$ cat config.mk
export PLATFORM = sky130hd
export DESIGN_NAME = wb_arbiter_flat
export DESIGN_NICKNAME = d
export VERILOG_FILES = /design/src/rtl/wb_arbiter_if.sv /design/src/rtl/wb_arbiter.sv /design/src/flat_wrapper.sv
export SDC_FILE = /design/constraint.sdc
export NUM_CORES = 1
export LEC_CHECK = 0
export ABC_CLOCK_PERIOD_IN_PS = 3100
export BUFFER_PORTS_ARGS = -buffer_cell sky130_fd_sc_hd__buf_2
export CAP_MARGIN = 15
export CORE_MARGIN = 2
export CORE_UTILIZATION = 40
export CTS_BUF_LIST = sky130_fd_sc_hd__clkbuf_2
export DETAILED_ROUTE_END_ITERATION = 7
export PLACE_DENSITY = 0.64
export SLEW_MARGIN = 25
export SYNTH_ARGS = -nofsm -noshare
export SYNTH_HDL_FRONTEND = slang
export SYNTH_SLANG_ARGS = --single-unit
export TNS_END_PERCENT = 10
$ cat constraint.sdc
create_clock -name clk -period 3.1 [get_ports clk]
set_clock_uncertainty 0.05 [all_clocks]
set_input_delay 0.31 -clock clk [delete_from_list [all_inputs] [get_ports clk]]
set_output_delay 0.31 -clock clk [all_outputs]
set_load 0.02 [all_outputs]
$ cat src/rtl/wb_arbiter_if.sv
// Writeback arbiter bus: primary/secondary result sources, pending mask and regfile write port.
// Trace outputs exist only when WB_TRACE_EN is defined.
interface wb_arbiter_if;
  logic        p_valid;
  logic [4:0]  p_wreg;
  logic [31:0] p_wdata;
  logic [31:0] p_pc;
  logic        p_stall;
  logic        s_valid;
  logic        s_ready;
  logic [4:0]  s_wreg;
  logic [31:0] s_wdata;
  logic [31:0] s_pc;
  logic [31:0] pend_mask;
  logic        rf_wen;
  logic [4:0]  rf_wreg;
  logic [31:0] rf_wdata;
`ifdef WB_TRACE_EN
  logic [31:0] debug_wb_pc;
  logic [3:0]  debug_wb_rf_wen;
  logic [4:0]  debug_wb_rf_wnum;
  logic [31:0] debug_wb_rf_wdata;
`endif

  modport slave (
    input  p_valid, p_wreg, p_wdata, p_pc,
    input  s_valid, s_wreg, s_wdata, s_pc,
    output p_stall, s_ready, pend_mask,
    output rf_wen, rf_wreg, rf_wdata
`ifdef WB_TRACE_EN
    , output debug_wb_pc, debug_wb_rf_wen, debug_wb_rf_wnum, debug_wb_rf_wdata
`endif
  );

  modport master (
    output p_valid, p_wreg, p_wdata, p_pc,
    output s_valid, s_wreg, s_wdata, s_pc,
    input  p_stall, s_ready, pend_mask,
    input  rf_wen, rf_wreg, rf_wdata
`ifdef WB_TRACE_EN
    , input debug_wb_pc, debug_wb_rf_wen, debug_wb_rf_wnum, debug_wb_rf_wdata
`endif
  );
endinterface

$ cat src/rtl/wb_arbiter.sv
// GPR writeback arbiter: primary pipeline result vs. FIFO-buffered long-latency results,
// with starvation guard and pending-register mask. WB_TRACE_EN adds pc tracing outputs.
module wb_arbiter #(
  parameter int DEPTH      = 2,
  parameter int STARVE_MAX = 4
) (
  input  logic        clk,
  input  logic        resetn,
  wb_arbiter_if.slave bus
);
  localparam int AW = $clog2(DEPTH);
  localparam int SW = $clog2(STARVE_MAX + 1);

  typedef struct packed {
`ifdef WB_TRACE_EN
    logic [31:0] pc;
`endif
    logic [4:0]  wreg;
    logic [31:0] wdata;
  } ent_t;

  ent_t             mem [DEPTH];
  logic [DEPTH-1:0] slot_vld;
  logic [AW-1:0]    wptr, rptr;
  logic [AW:0]      cnt;
  logic [SW-1:0]    starve;
  logic             empty, full, frc, p_win, pop, push;
  logic [31:0]      pend;

  assign empty = (cnt == '0);
  assign full  = (cnt == (AW+1)'(DEPTH));
  assign frc   = (starve == SW'(STARVE_MAX)) && !empty;
  assign p_win = bus.p_valid && !frc;
  assign pop   = !p_win && !empty;
  // wreg 0 completes the handshake but never occupies a slot
  assign push  = bus.s_valid && bus.s_ready && (bus.s_wreg != 5'd0);

  assign bus.s_ready   = resetn && !full;
  assign bus.p_stall   = resetn && bus.p_valid && frc;
  assign bus.pend_mask = pend;

  always_comb begin
    pend = '0;
    for (int i = 0; i < DEPTH; i++)
      if (slot_vld[i]) pend[mem[i].wreg] = 1'b1;
  end

  always_ff @(posedge clk) begin
    if (push) begin
      mem[wptr].wreg  <= bus.s_wreg;
      mem[wptr].wdata <= bus.s_wdata;
`ifdef WB_TRACE_EN
      mem[wptr].pc    <= bus.s_pc;
`endif
    end
  end

  // push and pop never hit the same slot: pop needs non-empty, push needs non-full
  always_ff @(posedge clk) begin
    if (!resetn) begin
      wptr     <= '0;
      rptr     <= '0;
      cnt      <= '0;
      slot_vld <= '0;
    end else begin
      if (push) begin
        wptr           <= wptr + 1'b1;
        slot_vld[wptr] <= 1'b1;
      end
      if (pop) begin
        rptr           <= rptr + 1'b1;
        slot_vld[rptr] <= 1'b0;
      end
      cnt <= cnt + (AW+1)'(push) - (AW+1)'(pop);
    end
  end

  always_ff @(posedge clk) begin
    if (!resetn)                                  starve <= '0;
    else if (pop || empty)                        starve <= '0;
    else if (p_win && starve != SW'(STARVE_MAX))  starve <= starve + 1'b1;
  end

  logic [4:0]  rf_wreg_q;
  logic [31:0] rf_wdata_q;
  logic        rf_wen_q;
`ifdef WB_TRACE_EN
  logic [31:0] pc_q;
`endif

  always_ff @(posedge clk) begin
    if (!resetn) begin
      rf_wen_q   <= 1'b0;
      rf_wreg_q  <= '0;
      rf_wdata_q <= '0;
`ifdef WB_TRACE_EN
      pc_q       <= '0;
`endif
    end else if (p_win) begin
      rf_wen_q   <= (bus.p_wreg != 5'd0);
      rf_wreg_q  <= bus.p_wreg;
      rf_wdata_q <= bus.p_wdata;
`ifdef WB_TRACE_EN
      pc_q       <= bus.p_pc;
`endif
    end else if (pop) begin
      rf_wen_q   <= 1'b1;
      rf_wreg_q  <= mem[rptr].wreg;
      rf_wdata_q <= mem[rptr].wdata;
`ifdef WB_TRACE_EN
      pc_q       <= mem[rptr].pc;
`endif
    end else begin
      rf_wen_q   <= 1'b0;
    end
  end

  assign bus.rf_wen   = rf_wen_q;
  assign bus.rf_wreg  = rf_wreg_q;
  assign bus.rf_wdata = rf_wdata_q;

`ifdef WB_TRACE_EN
  assign bus.debug_wb_pc       = pc_q;
  assign bus.debug_wb_rf_wen   = {4{rf_wen_q}};
  assign bus.debug_wb_rf_wnum  = rf_wreg_q;
  assign bus.debug_wb_rf_wdata = rf_wdata_q;
`else
  logic unused_pc;
  assign unused_pc = ^{bus.p_pc, bus.s_pc};
`endif
endmodule

$ cat src/flat_wrapper.sv
// flat-port wrapper written by rule: the top's interface ports become plain ports
module wb_arbiter_flat 
#(
  parameter int DEPTH      = 2,
  parameter int STARVE_MAX = 4
)
  (clk, resetn, bus_p_valid, bus_p_wreg, bus_p_wdata, bus_p_pc, bus_s_valid, bus_s_wreg, bus_s_wdata, bus_s_pc, bus_p_stall, bus_s_ready, bus_pend_mask, bus_rf_wen, bus_rf_wreg, bus_rf_wdata);
  wb_arbiter_if bus_i ();
  input  logic clk;
  input  logic resetn;
  input wire logic [$bits(bus_i.p_valid)-1:0] bus_p_valid;
  input wire logic [$bits(bus_i.p_wreg)-1:0] bus_p_wreg;
  input wire logic [$bits(bus_i.p_wdata)-1:0] bus_p_wdata;
  input wire logic [$bits(bus_i.p_pc)-1:0] bus_p_pc;
  input wire logic [$bits(bus_i.s_valid)-1:0] bus_s_valid;
  input wire logic [$bits(bus_i.s_wreg)-1:0] bus_s_wreg;
  input wire logic [$bits(bus_i.s_wdata)-1:0] bus_s_wdata;
  input wire logic [$bits(bus_i.s_pc)-1:0] bus_s_pc;
  output wire logic [$bits(bus_i.p_stall)-1:0] bus_p_stall;
  output wire logic [$bits(bus_i.s_ready)-1:0] bus_s_ready;
  output wire logic [$bits(bus_i.pend_mask)-1:0] bus_pend_mask;
  output wire logic [$bits(bus_i.rf_wen)-1:0] bus_rf_wen;
  output wire logic [$bits(bus_i.rf_wreg)-1:0] bus_rf_wreg;
  output wire logic [$bits(bus_i.rf_wdata)-1:0] bus_rf_wdata;
  assign bus_i.p_valid = bus_p_valid;
  assign bus_i.p_wreg = bus_p_wreg;
  assign bus_i.p_wdata = bus_p_wdata;
  assign bus_i.p_pc = bus_p_pc;
  assign bus_i.s_valid = bus_s_valid;
  assign bus_i.s_wreg = bus_s_wreg;
  assign bus_i.s_wdata = bus_s_wdata;
  assign bus_i.s_pc = bus_s_pc;
  assign bus_p_stall = bus_i.p_stall;
  assign bus_s_ready = bus_i.s_ready;
  assign bus_pend_mask = bus_i.pend_mask;
  assign bus_rf_wen = bus_i.rf_wen;
  assign bus_rf_wreg = bus_i.rf_wreg;
  assign bus_rf_wdata = bus_i.rf_wdata;
  wb_arbiter #(.DEPTH(DEPTH), .STARVE_MAX(STARVE_MAX)) u_core (.clk(clk), .resetn(resetn), .bus(bus_i));
endmodule
==> results of run 1 <==
-- cell families (layout without fill, tap and decap cells) --
| logic type | after synthesis | count (layout) |
|---|---|---|
| compound gates | 119 | 119 |
| xor+xnor | 3 | 3 |
| fa+ha+maj | 3 | 3 |
| buf+inv | 26 | 268 |
| flops | 122 | 122 |
| mux | 37 | 37 |
| simple gates | 81 | 81 |
-- path summary, 6_finish.rpt --
kind	end	slack [ns]	depth (start not counted)
worst max-delay path	bus_pend_mask[12]	0.60	3
worst min-delay path	u_core.wptr	0.09	4
worst max register to register	u_core.mem[1][12]	0.87	5
worst min register to register	u_core.starve[0]	0.41	1
-- power by group through the flow --
| stage | clock (W) | combinational, W | sequential (W) |
|---|---|---|---|
| 2_1_floorplan | 0 | 0.000205 | 0.00192 |
| 3_3_place_gp | 0 | 0.000364 | 0.00189 |
| 3_5_place_dp | 0 | 0.000375 | 0.00189 |
| 5_1_grt | 0.00112 | 0.000484 | 0.00187 |
| 4_1_cts | 0.00103 | 0.000449 | 0.00185 |
| 6_report | 0.000993 | 0.000449 | 0.00185 |
-- registers in the layout, summed over array words and instances, names as in the netlist, named ones only --
signal,flops
u_core.mem,74
u_core.bus.rf_wdata,32
u_core.bus.rf_wreg,5
u_core.starve,3
u_core.cnt,2
u_core.slot_vld,2
u_core.bus.rf_wen,1
u_core.rptr,1
u_core.wptr,1
-- layer usage --
metal	vias up	wire, µm	global-route usage, %
met5	-	0	0
met2	182	6300	31.2
met3	19	867	6.47
met1	1933	5460	22.1
li1	1976	-	-
met4	0	223	6.48
-- synth_stat cells, drive strengths merged (3+ instances only) --
cell,n
inv,3
nand3,5
dfxtp,48
mux2,27
mux2i,10
o22ai,32
nand3b,10
a21boi,28
and2,7
ha,3
edfxtp,74
or3,3
nand2,33
nor2,11
or3b,6
a21oi,12
buf,17
o221ai,10
o21a,3
a22oi,27
o21ai,3
clkbuf,6
nor3,3
-- worst min-delay path: cells and delay by family --
family / cells / cell delay (ns)
compound gates: 1 / 0.13
buf+inv: 1 / 0.09
simple gates: 2 / 0.24
-- what timing repair did --
action	CTS	global route
hold endpoints to repair	114	0
resized for setup	0	0
setup endpoints to repair	0	0
hold buffers	76	0
-- final cells by class --
class                           count  area [µm²]  share of cell area, %
Inverter                            3        11.3                  0.159
Timing Repair Buffer              233        1590                   22.4
Sequential cell                   122        3180                   45.0
Multi-Input combinational cell    243        1840                   26.1
Tap cell                          172         215                   3.04
Clock inverter                     12         131                   1.86
Clock buffer                       20         100                   1.42
-- stage by stage --
step	utilization, %	cell area [µm²]	worst slack (ns)	hold slack (ns)
finish	55.8	7070	0.595	0.0881
detailed placement	48.0	6080	0.896	0.386
global placement	47.9	6070	0.540	0.378
global route	55.8	7070	0.418	0.0214
floorplan	-	5220	0.458	0.359
CTS	55.8	7070	0.522	0.00296
==> results.txt, run 1 <==
- In this run the remaining antenna-violating nets after routing total 0.
- The signal on the critical path passes through or3b_1 > o22ai_1 > buf_2.
- Data required time at the worst endpoint: 2.74 ns
* Net Switching: 0.000830 W
* Hold WC Path Type: in2reg
- In this run, synthesis produced a sequential element count of ~120.
* Synth Flop Type: edfxtp_1
* Switching Fraction: between 20 and 30%
- Setup repair after global routing left no endpoint under its margin.
- Worst-case headroom to the max-slew limit: 44.3%
* Initial Utilization: 41.2%
* Detail Placement HPWL: between 8 and 9 mm
- Gate count of the mapped netlist: ~400
- Clock-pin slew was measured on the worst setup and hold paths at around 0.16 ns.
- Detailed-route wire length per cell: roughly 16 µm
- In the layout the commonest cells are 149 x buf_2, 76 x dlygate4sd3_1, 74 x edfxtp_1.
- Of the total power, registers draw roughly 56%.
- FF-to-FF Start: u_core.cnt[0]
- Crit Path Max Fanout: 8
- Clk sinks: between 100 and 150
* Leakage power total: approximately 2.8 nW
- Summing the areas of all xor and xnor instances in the mapped netlist gives 0.504% of the synthesized area.
* Share of the cycle needed by the critical path after routing: 80.8%
- Commonest non-fill, non-tap cell in the layout: buf_2
* Number of warning messages in the yosys log: 0
* Overall die area: roughly 14,000 µm²
* Post-synthesis adder-cell area fraction: less than 1%
- Leaving out filler cells and counting taps, the final layout contains a little over 800.
* Area share of and/or/nand/nor cells after synthesis: 8.71%
- The layout has around 1,100 filler cells.
- Multiplexer area fraction after synthesis: 7.75%
- After synthesis, the largest family of logic cells by area is compound AO/OA/AOI/OAI gates.
* Number of DRC violations after detailed routing: 0
- The worst setup path is of the reg2out kind.
- Of all cell types, the one taking the most synthesized area is edfxtp_1.
* CTS tree: done
* Die Y: 118 µm
* Total grt overflow: 0
- Number of max-cap violations: 0
- The final layout contains routed wiring with a total length of between 10 and 15 mm.
* Setup Total Neg Slack: 0 ns
* Final number of max-transition violations: 0
- The synthesized netlist devotes between 10% and 20% of its cell area to compound gates.
- Cell types occupying the most area after synthesis: edfxtp_1 43%, dfxtp_1 18%, mux2_2 5.8%
* Drt first pass iters: 6
* CP endpoint kind: output pin
* Unique cell type count in the Yosys netlist: between 40 and 50
- Number of antenna diodes: 0
* Synth Cell Area: 5220 µm²
- The clock passes through at most 2 buffers.
- The completed layout was analyzed and its total power is ~0.0033 W.
- Internal cell power: 0.00247 W
* Category of cells accounting for the largest share of critical-path delay: simple AND/OR/NAND/NOR gates
- Clock tree synthesis selected as its root buffer the cell clkbuf_2.
- The first global-routing pass estimated a little over 20 mm of wire.
- Proportion of synthesized flip-flops having asynchronous set or reset: 0%
- The final number of hold-violating endpoints is 0.
* Part of the power in combinational logic: 13.6%
* Proportion of netlist area held by the largest area contributor: between 40% and 50%
- First DRT Iteration DRCs: approximately 220
- Number of buffers added on ports: about 150
- The congestion estimate from routability-driven global placement came to slightly above 0.8.
* Final nets: about 770
- Top-level I/O count: around 210
* Area added between synthesis and finish: 35.6%
* Cell with the largest stage delay on the worst path: or3b_1
- Power per cell area: between 400 and 500 nW/µm²
* Largest net degree at the start of global routing: 48
* Source-to-sink clock delay at the later pin of the worst-skew pair: approximately 0.66 ns
* Number of enable-type register cells in the synthesized netlist: 74
- Result of the run: finished clean
* CP Buf/Inv Count: 1
- Global routing consumed, over all layers together, approximately 19% of the routing resources.
* Crit start category: flop
- Clock network fraction of total power: 30.1%
- Crit path from: u_core.mem[0][33]
- Initial antenna violation count: 0
- Crit path arrival time: ~2.1 ns
* Register area share after synthesis: 61.0%
* F_max: between 0.3 and 0.4 GHz
- Row Count: between 40 and 50
* Vias in the first global route: 4,050
- Critical Path Max Stage Delay: approximately 0.55 ns
- Via count: just over 4,000
- VDD sags by at most roughly 0.00034 V.
* Number of H-tree levels: 4
* Minimum clock period after layout: around 2.5 ns
* Placed Instances: approximately 700
- Buffers inserted during clock tree synthesis total 17.
- The worst hold path begins at bus_s_valid.
- The total area inside the core boundary comes to approximately 13,000 µm².
* Post-synthesis average cell area: between 10 and 15 µm²
- Total nets after synthesis: ~540
- Fraction of final layout cells sized beyond drive strength 1: a little under two fifths
- From left edge to right edge, the die measures roughly 120 µm.
- In the routed layout, each cell is associated on average with a via count of a little over 5.
- Setup Buffers After CTS: 0
* Final number of setup-violating endpoints: 0
* Slew at the pin with the worst max-slew slack: about 0.84 ns
No activity file was read; power rests on OpenSTA's default activity.
==> run 2: changes to the inputs <==
--- a/config.mk
+++ b/config.mk
@@ -5,7 +5,7 @@
 export SDC_FILE = /design/constraint.sdc
 export NUM_CORES = 1
 export LEC_CHECK = 0
-export ABC_CLOCK_PERIOD_IN_PS = 3100
+export ABC_CLOCK_PERIOD_IN_PS = 2440
 export BUFFER_PORTS_ARGS = -buffer_cell sky130_fd_sc_hd__buf_2
 export CAP_MARGIN = 15
 export CORE_MARGIN = 2
==> constraint.sdc (replaced) <==
create_clock -name clk -period 2.44 [get_ports clk]
set_clock_uncertainty 0.05 [all_clocks]
set_input_delay 0.244 -clock clk [delete_from_list [all_inputs] [get_ports clk]]
set_output_delay 0.244 -clock clk [all_outputs]
set_load 0.02 [all_outputs]
==> run 2 against run 1 <==
First-iteration DRC count grew 26%. Highest routed layer unchanged. Core utilization increased by 0.91 points. Clock-buffer cell count rose by 1. Sequential share of layout area fell by 0.72 points. Hold slack improved by 0.025 ns. Via count rose by 1.8%. Clock power increased by 28%. Power is 28% higher. Routed wire length grew 2.2%.
==> results.txt, run 2 (synthesized netlist as in run 1, its figures left out) <==
* Area occupied by registers: 3180 µm² (unchanged)
- The critical path buffer and inverter count is 1 (unchanged).
- The largest net degree at the start of global routing is 48 (unchanged).
- Number of routed nets with antenna violations: 0 (unchanged)
- FF-to-FF Start: u_core.cnt[1]
* Source-to-sink clock delay at the later pin of the worst-skew pair: 0.66 ns (about the same)
- Largest register by flop count: u_core.mem
- The average wire per standard cell was 16.1 µm (+0.84%).
* Fraction of final layout cells sized beyond drive strength 1: 40.1% (+1.8 points)
- Total grt overflow: 0 (unchanged)
- Die Y: 118 µm (unchanged)
* Max reg flops: 74 (unchanged)
* Worst-case headroom to the max-slew limit: 36.0% (-8.3 points)
* Hold Fails Final Rpt: 0 (unchanged)
* CTS tree: done
- Filler instances: 1,069 (-1.1%)
- The number of CTS-inserted buffers came to 17 (unchanged).
* Category of cells accounting for the largest share of critical-path delay: simple AND/OR/NAND/NOR gates
* Detail Placement HPWL: 8.36 mm (+2.4%)
- Clock-pin slew on the worst setup and hold paths: 0.17 ns (about the same)
- The initial DRC count came to 275 (+26%).
- Hold WC Path Type: in2reg
- The worst setup path is of the reg2out kind.
- The max-capacitance violation count came to 0 (unchanged).
* Crit path arrival time: 2.00 ns (-0.14 ns)
* Vias in the first global route: 4,170 (+3.0%)
- The first-pass GRT wire length was 20.6 mm (+2.3%).
- Of the available clock period, the critical path in the final layout requires a little over nine tenths.
* Minimum clock period after layout: approximately 2.3 ns
- Cell with the largest stage delay on the worst path: or3b_4
* Area used by multi-input combinational logic: 1860 µm² (+0.81%)
- The internal reg-to-reg setup slack was 0.23 ns (-0.64 ns).
* Unrepaired setup endpoints after global routing: no
- The worst setup path is launched from a flop.
- Placed Instances: 700 (+0.43%)
- The static leakage is 2.83 nW (+2.5%).
* Top-level I/O count: 214 (unchanged)
* Number of antenna diodes: 0 (unchanged)
- Static timing analysis puts the maximum clock frequency at 0.435 GHz.
* Endpoint, Worst Hold: u_core.bus.rf_wen
- Crit Path Max Fanout: 8 (unchanged)
- Number of H-tree levels: 4 (unchanged)
- The slew at the pin closest to its max-slew limit came to 0.960 ns (+0.124 ns).
* Initial Utilization: 41.2% (unchanged)
- Width of the die: 118 µm (unchanged)
* Logic depth of the worst register-to-register path: 4 (-1)
* Routability congestion estimate: 0.837 (+2.5%)
- The clock tree buffer depth is 2 (unchanged).
- Placeable core area: 12,700 µm² (unchanged)
* Endpoint of the lowest-slack register-to-register path: u_core.mem[1][9]
- The number of setup violations in the final report came to 0 (unchanged).
* Final number of max-transition violations: 0 (unchanged)
* Number of buffers added on ports: 149 (unchanged)
- Leaving out fill and tap cells, the most frequent cells in the layout are 144 x buf_2, 75 x dlygate4sd3_1, 74 x edfxtp_1.
* Routed Wire Length: 13.1 mm (+2.2%)
* Clk sinks: 122 (unchanged)
* Via count: 4,186 (+1.8%)
- Commonest non-fill, non-tap cell in the layout: buf_2
- Hold path start: resetn
- Walking the worst path, the cells encountered are or3b_4 > o22ai_1 > buf_2.
- Setup Total Neg Slack: 0 ns (unchanged)
- The total global routing track utilization came to 18.8% (+0.26 points).
* Overall die area: 14,000 µm² (unchanged)
- The largest incremental delay on the critical path was 0.48 ns (-0.07 ns).
* CTS Root Cell: clkbuf_2
* Power per cell area: 586 nW/µm² (+26%)
- Via density per instance: 5.13 (+0.48%)
* Final nets: 776 (+1.4%)
- The number of detailed-route iterations in the first pass came to 4 (-2).
- The area growth from synthesis to layout is 37.8%.
* Number of DRC violations after detailed routing: 0 (unchanged)
* Non-Filler Instances: 816 (+1.4%)
- STA classifies the critical path endpoint as an output pin.
- The maximum ir drop on the vdd rail came to 0.000363 V (+5.3%).
* Core occupancy in the finished layout: 56.7% (+0.91 points)
* Count of cells along the worst hold path: 3 (-1)
- The flow ran to the end, and the final reports show no timing, DRC or antenna violations.
- The required time of the critical path is 2.15 ns (-0.59 ns).
* Initial antenna violation count: 0 (unchanged)
* Row Count: 41 (unchanged)
## run 2: power by group
group	switching, W	internal (W)	leakage (nW)
Combinational	0.000306	0.000291	1.60
Clock	0.000703	0.000571	0.150
Sequential	0.0000519	0.00229	1.08
Total	0.00106	0.00315	2.83
## run 2: per-stage QoR
stage,total power (W),worst slack [ns],instance area (µm²),hold WS [ns]
global route,0.00442,0.00376,7190,0.0463
finish,0.00421,0.142,7190,0.113
floorplan,0.00270,0.162,5220,0.293
CTS,0.00426,0.00328,7150,0.0311
global placement,0.00287,0.252,6110,0.378
detailed placement,0.00288,0.222,6110,0.385
## run 2: final cells by class
type,count,share of cell area (%)
Tap cell,172,2.99
Multi-Input combinational cell,243,25.9
Clock buffer,21,1.46
Inverter,3,0.157
Timing Repair Buffer,244,23.4
Sequential cell,122,44.3
Clock inverter,11,1.79
## run 2: what timing repair did
action                     CTS  global route
hold buffers                75             0
resized for setup            6             5
hold endpoints to repair   115             0
buffers inserted             6             3
setup endpoints to repair   14            15
## run 2: per-layer routing
layer / up-vias / track usage (%) / routed length (µm)
li1: 1996 / - / -
met3: 22 / 4.87 / 801
met2: 177 / 33.2 / 6660
met1: 1991 / 21.4 / 5410
met4: 0 / 8.43 / 256
met5: - / 0 / 0
## run 2: worst max path at each step
stage                            from                 to  slack [ns]  depth (start not counted)
floorplan               u_core.cnt[1]   u_core.mem[1][0]        0.16                          4
global placement        u_core.cnt[1]  u_core.mem[1][13]        0.25                          4
detailed placement      u_core.cnt[1]  u_core.mem[1][11]        0.22                          4
CTS                 u_core.mem[0][36]   bus_pend_mask[0]       0.003                          4
global route        u_core.mem[0][33]  bus_pend_mask[12]       0.004                          3
finish              u_core.mem[0][33]   bus_pend_mask[0]        0.14                          3
## run 2: worst register-to-register path, stage by stage, from the launching register on
cell and delay (ns):
dfxtp_1 0.43, or2b_1 0.23, nand3_1 0.16, nor2_1 0.15, and2_2 0.79
